File: src/rtl/cdm_msgld_traffic_gen_if.sv
// Message-load request and response-data channels between the traffic generator and its buffers.
interface cdm_msgld_traffic_gen_if #(
  parameter int unsigned NUM_TAGS = 8,
  parameter int unsigned DATA_W   = 256
);
  localparam int unsigned TAG_W = $clog2(NUM_TAGS);

  logic              req_vld;
  logic              req_rdy;
  logic [63:0]       req_addr;
  logic [7:0]        req_len;
  logic [TAG_W-1:0]  req_tag;
  logic              rsp_vld;
  logic              rsp_rdy;
  logic [TAG_W-1:0]  rsp_tag;
  logic              rsp_last;
  logic              rsp_err;
  logic [DATA_W-1:0] rsp_data;

  modport master (
    output req_vld, req_addr, req_len, req_tag, rsp_rdy,
    input  req_rdy, rsp_vld, rsp_tag, rsp_last, rsp_err, rsp_data
  );
  modport slave (
    input  req_vld, req_addr, req_len, req_tag, rsp_rdy,
    output req_rdy, rsp_vld, rsp_tag, rsp_last, rsp_err, rsp_data
  );
endinterface

File: src/rtl/cdm_msgld_traffic_gen.sv
// Message-load traffic generator: issues strided tagged requests, tracks response beats per tag,
// counts completions and protocol errors.
module cdm_msgld_traffic_gen #(
  parameter int unsigned NUM_TAGS = 8,
  parameter int unsigned DATA_W   = 256,
  parameter int unsigned TCQ      = 1
) (
  input  logic        user_clk,
  input  logic        user_reset,
  input  logic        start,
  input  logic [15:0] num_req,
  input  logic [63:0] base_addr,
  input  logic [31:0] stride,
  input  logic [7:0]  len_beats,
  cdm_msgld_traffic_gen_if.master bus,
  output logic        busy,
  output logic        done,
  output logic [15:0] cmpl_cnt,
  output logic [15:0] err_cnt
);
  localparam int unsigned TAG_W = $clog2(NUM_TAGS);
  localparam int unsigned CNT_W = 9;

  typedef enum logic [1:0] {IDLE, ISSUE, DRAIN, DONE} state_t;

  state_t             state_q, state_d;
  logic [15:0]        num_req_q, num_req_d;
  logic [15:0]        issued_q, issued_d;
  logic [7:0]         len_q, len_d;
  logic [31:0]        stride_q, stride_d;
  logic [63:0]        next_addr_q, next_addr_d;
  logic [NUM_TAGS-1:0] outstanding_q, outstanding_d;
  logic [CNT_W-1:0]   beat_cnt_q [NUM_TAGS];
  logic [CNT_W-1:0]   beat_cnt_d [NUM_TAGS];
  logic               req_vld_q, req_vld_d;
  logic [63:0]        req_addr_q, req_addr_d;
  logic [7:0]         req_len_q, req_len_d;
  logic [TAG_W-1:0]   req_tag_q, req_tag_d;
  logic               rsp_rdy_q, rsp_rdy_d;
  logic               busy_q, busy_d;
  logic               done_q, done_d;
  logic [15:0]        cmpl_q, cmpl_d;
  logic [15:0]        err_q, err_d;

  logic               req_acc, rsp_acc, err_inc, cmpl_inc, free_tag_ok;
  logic [NUM_TAGS-1:0] free_mask, alloc_mask;
  logic [CNT_W-1:0]   beat_nxt;
  logic [TAG_W-1:0]   free_tag;

  // Response data and the clock-to-q parameter carry no information for this logic.
  logic unused_sink;
  assign unused_sink = ^{bus.rsp_data, 32'(TCQ)};

  // Next-state, tag bookkeeping, counters and registered-output values.
  always_comb begin
    state_d       = state_q;
    num_req_d     = num_req_q;
    issued_d      = issued_q;
    len_d         = len_q;
    stride_d      = stride_q;
    next_addr_d   = next_addr_q;
    beat_cnt_d    = beat_cnt_q;
    req_vld_d     = req_vld_q;
    req_addr_d    = req_addr_q;
    req_len_d     = req_len_q;
    req_tag_d     = req_tag_q;
    cmpl_d        = cmpl_q;
    err_d         = err_q;
    err_inc       = 1'b0;
    cmpl_inc      = 1'b0;
    free_mask     = '0;
    alloc_mask    = '0;
    beat_nxt      = '0;
    free_tag      = '0;
    free_tag_ok   = 1'b0;
    req_acc       = req_vld_q & bus.req_rdy;
    rsp_acc       = bus.rsp_vld & rsp_rdy_q;

    // Beat accounting; at most one error per beat.
    if (rsp_acc) begin
      if (!outstanding_q[bus.rsp_tag]) begin
        err_inc = 1'b1;
      end else begin
        beat_nxt = (beat_cnt_q[bus.rsp_tag] == '1) ? '1 : beat_cnt_q[bus.rsp_tag] + CNT_W'(1);
        if (bus.rsp_last) begin
          free_mask[bus.rsp_tag] = 1'b1;
          cmpl_inc = 1'b1;
          err_inc  = bus.rsp_err | (beat_nxt != CNT_W'(len_q));
        end else begin
          beat_cnt_d[bus.rsp_tag] = beat_nxt;
          err_inc = bus.rsp_err | (beat_nxt > CNT_W'(len_q));
        end
      end
    end

    // Request acceptance allocates the presented tag and advances the address.
    if (req_acc) begin
      alloc_mask[req_tag_q]  = 1'b1;
      beat_cnt_d[req_tag_q]  = '0;
      issued_d               = issued_q + 16'd1;
      next_addr_d            = next_addr_q + 64'(stride_q);
    end
    outstanding_d = (outstanding_q & ~free_mask) | alloc_mask;

    if (cmpl_inc && (cmpl_q != 16'hFFFF)) cmpl_d = cmpl_q + 16'd1;
    if (err_inc && (err_q != 16'hFFFF))   err_d  = err_q + 16'd1;

    case (state_q)
      IDLE: begin
        if (start) begin
          num_req_d     = num_req;
          len_d         = (len_beats == 8'd0) ? 8'd1 : len_beats;
          stride_d      = stride;
          next_addr_d   = base_addr;
          issued_d      = '0;
          cmpl_d        = '0;
          err_d         = '0;
          outstanding_d = '0;
          state_d       = (num_req == 16'd0) ? DONE : ISSUE;
        end
      end
      ISSUE:   if (req_acc && (issued_d == num_req_q)) state_d = DRAIN;
      DRAIN:   if (outstanding_d == '0) state_d = DONE;
      DONE:    state_d = IDLE;
      default: state_d = IDLE;
    endcase

    // Lowest-numbered tag free after this edge.
    for (int i = int'(NUM_TAGS) - 1; i >= 0; i--) begin
      if (!outstanding_d[i]) begin
        free_tag_ok = 1'b1;
        free_tag    = TAG_W'(i);
      end
    end

    // A stalled request keeps its payload; otherwise present the next one.
    if (req_vld_q && !bus.req_rdy) begin
      req_vld_d = 1'b1;
    end else begin
      req_vld_d  = (state_d == ISSUE) && (issued_d < num_req_d) && free_tag_ok;
      req_addr_d = next_addr_d;
      req_len_d  = len_d;
      req_tag_d  = free_tag;
    end

    busy_d    = (state_d == ISSUE) || (state_d == DRAIN);
    rsp_rdy_d = busy_d;
    done_d    = (state_d == DONE);
  end

  // State and output registers with synchronous reset.
  always_ff @(posedge user_clk) begin
    if (user_reset) begin
      state_q       <= IDLE;
      num_req_q     <= '0;
      issued_q      <= '0;
      len_q         <= 8'd1;
      stride_q      <= '0;
      next_addr_q   <= '0;
      outstanding_q <= '0;
      for (int i = 0; i < int'(NUM_TAGS); i++) beat_cnt_q[i] <= '0;
      req_vld_q     <= 1'b0;
      req_addr_q    <= '0;
      req_len_q     <= '0;
      req_tag_q     <= '0;
      rsp_rdy_q     <= 1'b0;
      busy_q        <= 1'b0;
      done_q        <= 1'b0;
      cmpl_q        <= '0;
      err_q         <= '0;
    end else begin
      state_q       <= state_d;
      num_req_q     <= num_req_d;
      issued_q      <= issued_d;
      len_q         <= len_d;
      stride_q      <= stride_d;
      next_addr_q   <= next_addr_d;
      outstanding_q <= outstanding_d;
      beat_cnt_q    <= beat_cnt_d;
      req_vld_q     <= req_vld_d;
      req_addr_q    <= req_addr_d;
      req_len_q     <= req_len_d;
      req_tag_q     <= req_tag_d;
      rsp_rdy_q     <= rsp_rdy_d;
      busy_q        <= busy_d;
      done_q        <= done_d;
      cmpl_q        <= cmpl_d;
      err_q         <= err_d;
    end
  end

  assign bus.req_vld  = req_vld_q;
  assign bus.req_addr = req_addr_q;
  assign bus.req_len  = req_len_q;
  assign bus.req_tag  = req_tag_q;
  assign bus.rsp_rdy  = rsp_rdy_q;
  assign busy         = busy_q;
  assign done         = done_q;
  assign cmpl_cnt     = cmpl_q;
  assign err_cnt      = err_q;
endmodule
File: src/flat_wrapper.sv
// flat-port wrapper written by rule: the top's interface ports become plain ports
module cdm_msgld_traffic_gen_flat 
#(
  parameter int unsigned NUM_TAGS = 8,
  parameter int unsigned DATA_W   = 256,
  parameter int unsigned TCQ      = 1
)
  (user_clk, user_reset, start, num_req, base_addr, stride, len_beats, busy, done, cmpl_cnt, err_cnt, bus_req_vld, bus_req_addr, bus_req_len, bus_req_tag, bus_rsp_rdy, bus_req_rdy, bus_rsp_vld, bus_rsp_tag, bus_rsp_last, bus_rsp_err, bus_rsp_data);
  cdm_msgld_traffic_gen_if #(.NUM_TAGS(NUM_TAGS), .DATA_W(DATA_W)) bus_i ();
  input  logic user_clk;
  input  logic user_reset;
  input  logic start;
  input  logic [15:0] num_req;
  input  logic [63:0] base_addr;
  input  logic [31:0] stride;
  input  logic [7:0] len_beats;
  output logic busy;
  output logic done;
  output logic [15:0] cmpl_cnt;
  output logic [15:0] err_cnt;
  output wire logic [$bits(bus_i.req_vld)-1:0] bus_req_vld;
  output wire logic [$bits(bus_i.req_addr)-1:0] bus_req_addr;
  output wire logic [$bits(bus_i.req_len)-1:0] bus_req_len;
  output wire logic [$bits(bus_i.req_tag)-1:0] bus_req_tag;
  output wire logic [$bits(bus_i.rsp_rdy)-1:0] bus_rsp_rdy;
  input wire logic [$bits(bus_i.req_rdy)-1:0] bus_req_rdy;
  input wire logic [$bits(bus_i.rsp_vld)-1:0] bus_rsp_vld;
  input wire logic [$bits(bus_i.rsp_tag)-1:0] bus_rsp_tag;
  input wire logic [$bits(bus_i.rsp_last)-1:0] bus_rsp_last;
  input wire logic [$bits(bus_i.rsp_err)-1:0] bus_rsp_err;
  input wire logic [$bits(bus_i.rsp_data)-1:0] bus_rsp_data;
  assign bus_req_vld = bus_i.req_vld;
  assign bus_req_addr = bus_i.req_addr;
  assign bus_req_len = bus_i.req_len;
  assign bus_req_tag = bus_i.req_tag;
  assign bus_rsp_rdy = bus_i.rsp_rdy;
  assign bus_i.req_rdy = bus_req_rdy;
  assign bus_i.rsp_vld = bus_rsp_vld;
  assign bus_i.rsp_tag = bus_rsp_tag;
  assign bus_i.rsp_last = bus_rsp_last;
  assign bus_i.rsp_err = bus_rsp_err;
  assign bus_i.rsp_data = bus_rsp_data;
  cdm_msgld_traffic_gen #(.NUM_TAGS(NUM_TAGS), .DATA_W(DATA_W), .TCQ(TCQ)) u_core (.user_clk(user_clk), .user_reset(user_reset), .start(start), .num_req(num_req), .base_addr(base_addr), .stride(stride), .len_beats(len_beats), .bus(bus_i), .busy(busy), .done(done), .cmpl_cnt(cmpl_cnt), .err_cnt(err_cnt));
endmodule
File: config.mk
export PLATFORM = sky130hd
export DESIGN_NAME = cdm_msgld_traffic_gen_flat
export DESIGN_NICKNAME = d
export VERILOG_FILES = /design/src/rtl/cdm_msgld_traffic_gen_if.sv /design/src/rtl/cdm_msgld_traffic_gen.sv /design/src/flat_wrapper.sv
export SDC_FILE = /design/constraint.sdc
export NUM_CORES = 1
export LEC_CHECK = 0
export CORE_MARGIN = 3
export CORE_UTILIZATION = 44
export DETAILED_ROUTE_END_ITERATION = 16
export PLACE_DENSITY = 0.81
export SKIP_CTS_REPAIR_TIMING = 1
export SLEW_MARGIN = 25
export SYNTH_ARGS = -nofsm -noshare
export SYNTH_HDL_FRONTEND = slang
export SYNTH_SLANG_ARGS = --single-unit
File: constraint.sdc
create_clock -name user_clk -period 5.2 [get_ports user_clk]
set_clock_uncertainty 0.15 [all_clocks]
set_input_delay 1.04 -clock user_clk [delete_from_list [all_inputs] [get_ports user_clk]]
set_output_delay 1.04 -clock user_clk [all_outputs]
set_load 0.05 [all_outputs]
==> results.md <==
- Status: finished, final reports clean
- Row count: 71
- Post-synthesis area per instance: 8.158 um^2
- DRC Markers: 0
- Reg2reg end: u_core.err_cnt[2]
- Worst-skew pair later-pin latency: 0.56 ns
- Hold depth: 2
- Worst slew margin: 37.78%
- Chip Height: 201.9 um
- RSZ-0062 raised after global routing: no
- Share of post-route cells with drive strength above 1: 7.931%
- Clock root cell: clkbuf_16
- Placer's final routability congestion estimate: 0.9236
- Crit-path slowest cell: mux4_2
- Area growth syn-to-layout: 25.97%
- Synth Net Count: 2518
- First-pass GRT wire length: 82340 um
- Antenna violation net count after detailed routing: 0
- Via Count: 16.20k
- Worst R2R Start: u_core.beat_cnt_q[1]
- Synth Instances: 2070
- Max stage delay on crit path: 0.51 ns
- Crit start category: input port
- Hold_ws: 0.3011 ns
- H-tree depth: 2
- Pwr per Cell Area: 310.1 nW/um^2
- Most crowded layer after global routing: met2
- Antenna violations before repair: 8
- Vias in the first global route: 15.63k
- Cts bufs inserted: 37
- Final Max Tran Viols: 0
- Final Power: 6.597 mW
- Critical path capture point type: flop
- Layout Nets: 2740
- PortBufs: 240
- Ranking of synthesized cells by area: dfxtp_1 (39%), nor2_1 (7.3%), nand2_1 (4.9%)
- Leading area contributor after synthesis: dfxtp_1
- Area share of the largest cell type after synthesis: 38.89%
- Via density: 5.712
- Worst-margin pin slew: 0.9333 ns
- Total track usage: 24.65%
- Final std cells w/o fill: 2836
- R2R depth: 19
- DRT Wirelength: 52160 um
- VDD IR-drop max: 0.0002292 V
- Max FO, Critical Path: 18
- Asr flop ratio synth: 0%
- Critical hold path startpoint: u_core.bus.req_addr[3]
- Filler cells: 3316
- Met2 usage: 37.39%
- Core area: 37760 um^2
- Die ar.: 40760 um^2
- Synth unique cells: 84
- Yosys warning count: 0
- Arr. time, crit path: 5.20 ns
- Hold WC Path Type: flop to flop
- Max cap viols: 0
- Post-synth EDFFs: 0
- Largest net degree at the start of global routing: 142
- Footprint of the multi-input gates: 9662 um^2
- TritonCTS clock tree: yes
- M1 GR Usage: 33.94%
- Final Critical Period: 4.940 ns
- Commonest non-fill, non-tap cell in the layout: dfxtp_1
- Clk sinks: 328
- Grt total ovfl: 0
- Starting Density: 44.73%
- Avg WL per Cell: 18.39 um
- Most frequent cells in the layout: dfxtp_1 (328), nor2_1 (326), clkdlybuf4s50_1 (239)
- Critical path, cell by cell: clkdlybuf4s50_1, buf_4, mux4_2, mux2_2, ha_1, nand4_2, nor3_2, nor2_1, inv_1, ha_1, nor2b_1, o21a_1, o21a_1, o21a_1, o31ai_2, buf_4, a31o_1, buf_12, nor2_1, xnor2_1, nor2_1
- Crit share post-route: 95.00%
- Post-Syn Area: 16890 um^2
- Buffer depth of the longest clock path: 3
- Crit Path Class: input port to flop
- FF+latch count, synth: 328
- HPWL after DPL: 36820 um
- Worst Hold Path EP: u_core.bus.req_addr[3]
- Clock-pin slew on the worst setup and hold paths: 0.06 ns
- Final setup vio count: 0
- Flop2flop setup slack: 1.11 ns
- Pre-Repair DR Iteration Count: 5
- Ys flop type: dfxtp_1
- Dpl cells: 2764
- Worst endpoint required time: 5.46 ns
- I/O pin cnt: 497
- Post-synthesis sequential area ratio: 38.89%
- Chip width: 201.9 um
- Grt met3 use: 5.025%
- Iteration-0 DRC count of the detailed router: 1440
- Max frequency: 202.4 MHz
- Leak: 7.990 nW
- Register area: 6566 um^2
- Endpoints failing hold: 0
-- Yosys cell counts, types with 23 or more instances --
| library cell | n |
|---|---|
| and3_1 | 30 |
| nor3_1 | 42 |
| o21ai_0 | 93 |
| dfxtp_1 | 328 |
| xor2_1 | 58 |
| nand3_1 | 86 |
| a31oi_1 | 28 |
| a211oi_1 | 99 |
| nand2_1 | 221 |
| clkbuf_1 | 88 |
| o211ai_1 | 23 |
| inv_1 | 41 |
| xnor2_1 | 54 |
| nand4_1 | 31 |
| nor2_1 | 327 |
| mux2i_1 | 51 |
| a21oi_1 | 131 |
| ha_1 | 61 |
-- per-stage QoR --
| step | setup slack (ns) | cell area, um^2 | utilization [%] | setup TNS, ns |
|---|---|---|---|---|
| 3_5_place_dp | -0.4036 | 19970 | 52.90 | -5.716 |
| 4_1_cts | 0.1615 | 21240 | 56.25 | 0 |
| 6_report | 0.2598 | 21270 | 56.34 | 0 |
| 5_1_grt | 0.03222 | 21270 | 56.34 | 0 |
| 3_3_place_gp | -0.3438 | 19970 | 52.89 | -4.952 |
| 2_1_floorplan | 0.02037 | 16890 | - | 0 |
-- metal layers --
layer	up-vias	routed length, um
met4	6	2074
li1	7772	-
met5	-	34
met3	122	4029
met2	629	22550
met1	7670	23470
-- power breakdown --
part | leakage, nW | total [mW] | switching (mW) | internal, mW
sequential | 2.68 | 2.73 | 0.0949 | 2.64
clock | 0.625 | 2.75 | 1.11 | 1.64
combinational | 4.68 | 1.11 | 0.691 | 0.422
total | 7.99 | 6.60 | 1.90 | 4.70
-- worst max path at each step --
stage | startpoint | to | slack (ns) | cells after the start
after CTS | bus_rsp_tag[0] | u_core.err_cnt[2] | 0.16 | 21
after global placement | bus_rsp_tag[0] | u_core.err_cnt[15] | -0.34 | 21
final | bus_rsp_tag[0] | u_core.err_cnt[2] | 0.26 | 21
after global routing | bus_rsp_tag[0] | u_core.err_cnt[15] | 0.03 | 25
after floorplan | bus_rsp_tag[0] | u_core.err_cnt[14] | 0.02 | 22
after detailed placement | bus_rsp_tag[0] | u_core.err_cnt[10] | -0.40 | 21
-- registers in the layout, summed over array words and instances (netlist names), 2 cells and up --
name and count:
u_core.err_cnt 16, u_core.len_q 8, u_core.bus.req_len 8, u_core.bus.req_addr 64
u_core.outstanding_q 8, u_core.issued_q 16, u_core.next_addr_q 64, u_core.state_q 2
u_core.cmpl_cnt 16, u_core.stride_q 32, u_core.beat_cnt_q 72, u_core.num_req_q 16
u_core.bus.req_tag 3
-- critical path, delay by kind of cell --
kind,cells,cell delay [ns]
adder cells (fa/ha/maj),2,0.52
XOR/XNOR,1,0.17
multiplexers,2,0.83
AND/OR/NAND/NOR,6,0.63
buffers and inverters,5,1.06
AO/OA/AOI/OAI,5,0.94
-- area by class of cell --
cell class	count	share of cell area, %
Clock inverter	15	0.9588
Tap cell	511	3.006
Clock buffer	52	4.994
Sequential cell	328	30.87
Timing Repair Buffer	309	13.95
Inverter	42	0.7411
Antenna cell	5	0.05882
Multi-Input combinational cell	1574	45.42
-- kinds of logic after synthesis --
kind of cell | count (synthesis) | share of synthesized area (%)
simple gates | 856 | 23.46
mux | 65 | 4.757
flops | 328 | 38.89
xor+xnor | 112 | 5.809
compound gates | 479 | 18.26
buf+inv | 168 | 4.186
fa+ha+maj | 62 | 4.638
Note: power is estimated with default switching activity, not from simulation.
